### src/rtl/lsu_mem.sv
// Load/store unit: one single-beat req/ready bus transaction per start, byte-lane
// stores, sign/zero-extended loads. Optional misalignment trap via LSU_MISALIGN_TRAP_EN.
`timescale 1ns/1ps
module lsu_mem #(
    parameter int TIMEOUT_CYCLES = 16,
    parameter int CNT_WIDTH      = 8
) (
    input  logic        clk,
    input  logic        rst_n,
    input  logic        start,
    input  logic        is_store,
    input  logic [2:0]  funct3,
    input  logic [31:0] addr_in,
    input  logic [31:0] store_data_in,
    output logic        mem_req,
    output logic        mem_we,
    output logic [31:0] mem_addr,
    output logic [3:0]  mem_wstrb,
    output logic [31:0] mem_wdata,
    input  logic [31:0] mem_rdata,
    input  logic        mem_ready,
    output logic        busy,
    output logic        done,
    output logic        err,
    output logic [31:0] load_data_out
);
    typedef enum logic [1:0] {S_IDLE, S_REQ, S_DONE} state_t;

    localparam logic                 TO_EN = (TIMEOUT_CYCLES > 0);
    localparam logic [CNT_WIDTH-1:0] LIMIT = CNT_WIDTH'(TIMEOUT_CYCLES > 0 ? TIMEOUT_CYCLES - 1 : 0);

    state_t               r_state, w_state;
    logic                 r_req, w_req, r_we, w_we, r_busy, w_busy;
    logic                 r_done, w_done, r_err, w_err;
    logic [31:0]          r_addr, w_addr, r_wdata, w_wdata, r_ld, w_ld;
    logic [3:0]           r_wstrb, w_wstrb;
    logic [CNT_WIDTH-1:0] r_cnt, w_cnt;
    logic [1:0]           r_b, w_b;
    logic [2:0]           r_f3, w_f3;

    logic                 w_legal, w_trap;
    logic [3:0]           w_lane_strb;
    logic [31:0]          w_lane_data, w_ext;
    logic [7:0]           w_byte;
    logic [15:0]          w_half;

    always_comb begin
        w_legal = 1'b0;
        case (funct3)
            3'b000, 3'b001, 3'b010: w_legal = 1'b1;
            3'b100, 3'b101:         w_legal = !is_store;
            default:                w_legal = 1'b0;
        endcase
    end

`ifdef LSU_MISALIGN_TRAP_EN
    assign w_trap = (funct3[1:0] == 2'b01 && addr_in[0]) ||
                    (funct3[1:0] == 2'b10 && addr_in[1:0] != 2'b00);
`else
    assign w_trap = 1'b0;
`endif

    // Without the trap, misaligned low bits simply fall out of the lane selection.
    always_comb begin
        w_lane_strb = 4'b0000;
        w_lane_data = 32'h0;
        if (is_store) begin
            case (funct3[1:0])
                2'b00: begin
                    w_lane_strb = 4'b0001 << addr_in[1:0];
                    w_lane_data = {4{store_data_in[7:0]}};
                end
                2'b01: begin
                    w_lane_strb = addr_in[1] ? 4'b1100 : 4'b0011;
                    w_lane_data = {2{store_data_in[15:0]}};
                end
                default: begin
                    w_lane_strb = 4'b1111;
                    w_lane_data = store_data_in;
                end
            endcase
        end
    end

    assign w_byte = mem_rdata[8*r_b +: 8];
    assign w_half = r_b[1] ? mem_rdata[31:16] : mem_rdata[15:0];

    always_comb begin
        case (r_f3)
            3'b000:  w_ext = {{24{w_byte[7]}}, w_byte};
            3'b001:  w_ext = {{16{w_half[15]}}, w_half};
            3'b100:  w_ext = {24'h0, w_byte};
            3'b101:  w_ext = {16'h0, w_half};
            default: w_ext = mem_rdata;
        endcase
    end

    always_comb begin
        w_state = r_state;
        w_req   = r_req;
        w_we    = r_we;
        w_addr  = r_addr;
        w_wstrb = r_wstrb;
        w_wdata = r_wdata;
        w_done  = 1'b0;
        w_err   = 1'b0;
        w_ld    = r_ld;
        w_cnt   = r_cnt;
        w_b     = r_b;
        w_f3    = r_f3;
        case (r_state)
            S_IDLE: begin
                if (start) begin
                    if (!w_legal || w_trap) begin
                        w_state = S_DONE;
                        w_done  = 1'b1;
                        w_err   = 1'b1;
                        w_ld    = 32'h0;
                    end else begin
                        w_state = S_REQ;
                        w_req   = 1'b1;
                        w_we    = is_store;
                        w_addr  = {addr_in[31:2], 2'b00};
                        w_wstrb = w_lane_strb;
                        w_wdata = w_lane_data;
                        w_cnt   = '0;
                        w_b     = addr_in[1:0];
                        w_f3    = funct3;
                    end
                end
            end
            S_REQ: begin
                // Ready on the limit edge still counts as a normal completion.
                if (mem_ready) begin
                    w_state = S_DONE;
                    w_req   = 1'b0;
                    w_done  = 1'b1;
                    if (!r_we) w_ld = w_ext;
                end else if (TO_EN && r_cnt == LIMIT) begin
                    w_state = S_DONE;
                    w_req   = 1'b0;
                    w_done  = 1'b1;
                    w_err   = 1'b1;
                    w_ld    = 32'h0;
                end else begin
                    w_cnt = r_cnt + 1'b1;
                end
            end
            S_DONE:  w_state = S_IDLE;
            default: w_state = S_IDLE;
        endcase
        w_busy = (w_state != S_IDLE);
    end

    always_ff @(posedge clk) begin
        if (!rst_n) begin
            r_state <= S_IDLE;
            r_req   <= 1'b0;
            r_we    <= 1'b0;
            r_addr  <= 32'h0;
            r_wstrb <= 4'b0000;
            r_wdata <= 32'h0;
            r_busy  <= 1'b0;
            r_done  <= 1'b0;
            r_err   <= 1'b0;
            r_ld    <= 32'h0;
            r_cnt   <= '0;
            r_b     <= 2'b00;
            r_f3    <= 3'b000;
        end else begin
            r_state <= w_state;
            r_req   <= w_req;
            r_we    <= w_we;
            r_addr  <= w_addr;
            r_wstrb <= w_wstrb;
            r_wdata <= w_wdata;
            r_busy  <= w_busy;
            r_done  <= w_done;
            r_err   <= w_err;
            r_ld    <= w_ld;
            r_cnt   <= w_cnt;
            r_b     <= w_b;
            r_f3    <= w_f3;
        end
    end

    assign mem_req       = r_req;
    assign mem_we        = r_we;
    assign mem_addr      = r_addr;
    assign mem_wstrb     = r_wstrb;
    assign mem_wdata     = r_wdata;
    assign busy          = r_busy;
    assign done          = r_done;
    assign err           = r_err;
    assign load_data_out = r_ld;
endmodule

### config.mk
export PLATFORM = sky130hd
export DESIGN_NAME = lsu_mem
export DESIGN_NICKNAME = d
export VERILOG_FILES = /design/src/rtl/lsu_mem.sv
export SDC_FILE = /design/constraint.sdc
export NUM_CORES = 1
export LEC_CHECK = 0
export CORE_ASPECT_RATIO = 0.8
export CORE_MARGIN = 3
export CORE_UTILIZATION = 35
export CTS_BUF_LIST = sky130_fd_sc_hd__clkbuf_8
export CTS_CLUSTER_DIAMETER = 30
export DETAILED_ROUTE_END_ITERATION = 10
export PLACE_DENSITY = 0.73
export SLEW_MARGIN = 20
export SYNTH_ARGS = -nofsm -noshare
export SYNTH_HDL_FRONTEND = slang
export SYNTH_SLANG_ARGS = --single-unit
### constraint.sdc
create_clock -name clk -period 1.9 [get_ports clk]
set_input_delay 0.475 -clock clk [delete_from_list [all_inputs] [get_ports clk]]
set_output_delay 0.475 -clock clk [all_outputs]
set_load 0.02 [all_outputs]
==> reports/results.ini <==
[clock_tree]
clockBufferDepth=2
clkLatencyLatePin_ns=0.44
ctsRootBufferMaster=clkbuf_8
ctsHoldBuffers=0
path_clk_slew_ns=0.07
cts_made_buffers=17
cts_sinks=118
tritoncts=done
htree_levels=4

[critical_path]
required_ns=2.23
worst_path_largest_cell_delay_ns=0.59
path_delay_family=simple AND/OR/NAND/NOR gates
cp_max_fo=19
worst_path_most_repeated_cell=buf_12
crit_path_top_delay_cell=or4_4
crit_chain=or4_4, o21ai_4, buf_12, a31oi_4, buf_12, a22o_1
start_kind=register
arrival_ns=2.20
critPathKind=register to register
cp_num_buf_inv=2
cp-end-kind=register

[logic_synthesis]
yosys.area.top_type=dfxtp_1
syn-mean-instance-area_um2=8.24
synth_area_leaders=dfxtp_1, nand2_1, a21oi_1
syn_area_um2=5510
synth_top_area_frac=0.429
ys_seq_area_frac=0.429
synth_cell_types=64
ys_ff_latch=118
async_reset_ff_frac=0
synth-edff-count=0
ys.flop_type=dfxtp_1
synthCells=669
ys.warnings.count=0

[sta]
fin_tns_setup_ns=0
finalWorstSetupSlack_ns=0.0292
finalSetupViolCount=0
hold_viol_final=0
rsz0062_at_grt=no
period_share=0.985
min_period_ns=1.87
fmax_ghz=0.535
clock_skew_ns=0.00943
slew_violations=0

[flow_run]
cap_violations=0

[power_and_ir_drop]
irDropWorstVdd_uv=633
power.density_nw_per_um2=711
p_leak_nw=4.45

[drt]
wl_per_cell_um=16.0
drtIter0Drc=435
routed_wl_um=18200
route.detailed.drc=0
firstDrtPassIters=5
postRouteAntennaNets=0
viasPerCell=5.05
vias=5732

[cells_and_area]
multi_input_area_um2=2860
fin_util=0.578
final_area_um2=8800
seqCellArea_um2=2360
drive_gt1_frac=0.149
diodes=0
syn2layout_area_growth_pct=59.7
nNetsFinal=1017
fillers=1355

[floorplanning]
core_um2=15200
fp-row-count=40
ios=209
die_w_um=146
die-area_um2=17300
start_util=0.362
fp.dieH_um=118

[placement]
gp_congestion=0.862
placed_area_um2=8250
io_buffer_count=206
hpwl_um=13400
preCtsSetupSlack_ns=-0.431

[global_route]
track_usage=0.207
grt_pass1_vias=5612
grt-ovfl-total=0
antenna_found_initial=1
grt_max_degree=37
grt_pass1_wl_um=29100

[hold_path]
hold_path.class=register to register

[run_status]
status=finished, final reports clean

state kept, by name, indices dropped and copies added, names as in the netlist:
name,flops
mem_wstrb,4
done,1
busy,1
mem_addr,30
mem_wdata,32
mem_req,1
r_state,2
err,1
r_cnt,8
r_b,2
load_data_out,32
mem_we,1
r_f3,3
report_power, final:
group / switching, W / internal [W] / leakage [nW]
Clock: 0.00104 / 0.00138 / 0.224
Combinational: 0.000607 / 0.000611 / 3.27
Sequential: 0.0000535 / 0.00257 / 0.957
Total: 0.00170 / 0.00456 / 4.45
metal layers:
| layer | wire length [um] | global-route usage |
|---|---|---|
| met5 | 13 | 0 |
| met3 | 1510 | 0.0813 |
| met2 | 7960 | 0.302 |
| met4 | 449 | 0.0746 |
| met1 | 8240 | 0.277 |
stage by stage:
| stage | hold slack (ns) | instances | total power (W) |
|---|---|---|---|
| after CTS | 0.450 | 1132 | 0.00630 |
| after global routing | 0.467 | 1135 | 0.00653 |
| after detailed placement | 0.442 | 1100 | 0.00391 |
| final | 0.447 | 1135 | 0.00626 |
| after floorplan | 0.454 | 670 | 0.00325 |
| after global placement | 0.437 | 1100 | 0.00391 |
cell families after synthesis:
kind of cell    Yosys count  share of synthesized area
other cells               1                   0.000681
fa+ha+maj                 1                    0.00227
flops                   118                      0.429
compound gates          169                      0.203
buf+inv                  70                     0.0574
simple gates            269                      0.227
mux                      41                     0.0806
path summary, 6_finish.rpt:
path | start | end | slack, ns | cells past startpoint
setup / recovery | r_cnt[5]$_SDFFE_PN0P_ | load_data_out[14]$_SDFFE_PN0P_ | 0.03 | 6
hold / removal | mem_wdata[17]$_SDFFE_PN0P_ | mem_wdata[17]$_SDFFE_PN0P_ | 0.45 | 2
setup reg to reg | r_cnt[5]$_SDFFE_PN0P_ | load_data_out[14]$_SDFFE_PN0P_ | 0.03 | 6
hold reg to reg | mem_wdata[17]$_SDFFE_PN0P_ | mem_wdata[17]$_SDFFE_PN0P_ | 0.45 | 2
cells in the final DEF, fill, tap and decap left out, types with 6 or more instances in the layout:
cell / instances
inv_1: 18
nand3_1: 39
o2bb2ai_1: 18
o21ai_0: 18
o2111ai_1: 7
buf_12: 11
clkbuf_8: 20
clkdlybuf4s50_1: 105
and2_1: 7
nor2_1: 35
dlymetal6s2s_1: 62
nand2_1: 140
dfxtp_1: 118
mux2i_1: 23
mux2_2: 17
dlygate4sd2_1: 39
nor3b_1: 9
o221ai_1: 6
a21oi_1: 78
buf_4: 61
final cells by class:
type / count / area share
clock buffer: 20 / 0.0313
multi-input combinational: 482 / 0.325
timing repair buffer: 278 / 0.324
inverter: 15 / 0.00640
clock inverter: 12 / 0.0155
tap: 210 / 0.0299
sequential: 118 / 0.268
worst register-to-register path: cells and delay by family (launching register included):
family / cells / cell delay, ns
AO/OA/AOI/OAI: 3 / 0.56
buffers and inverters: 2 / 0.31
flip-flops: 1 / 0.32
AND/OR/NAND/NOR: 1 / 0.59
what timing repair did:
action	CTS	global route
setup endpoints to repair	39	124
pin swaps	0	5
gates resized for setup	39	64
setup buffers	0	3
synth_stat cells (2+ instances only):
cell / number
o2bb2ai_1: 18
buf_6: 2
a21oi_1: 78
inv_1: 15
a21o_1: 2
nor2_1: 35
buf_1: 5
nor4_1: 2
buf_2: 10
or2_2: 4
nand2b_1: 5
or3_1: 4
nor2b_1: 3
o21a_1: 3
o211ai_1: 5
a211oi_1: 3
nand2_1: 140
o22ai_1: 2
and2_1: 7
mux2_2: 17
buf_4: 7
a31o_2: 2
a31oi_1: 4
a21boi_0: 2
o2111ai_1: 7
nor3_1: 4
dfxtp_1: 118
clkbuf_1: 31
nand3_1: 40
mux2i_1: 23
o21ai_0: 19
and3_1: 2
a221oi_1: 2
nand3b_1: 3
nor3b_1: 10
nor3_2: 2
o221ai_1: 6
(Power assumes the default switching activity.)
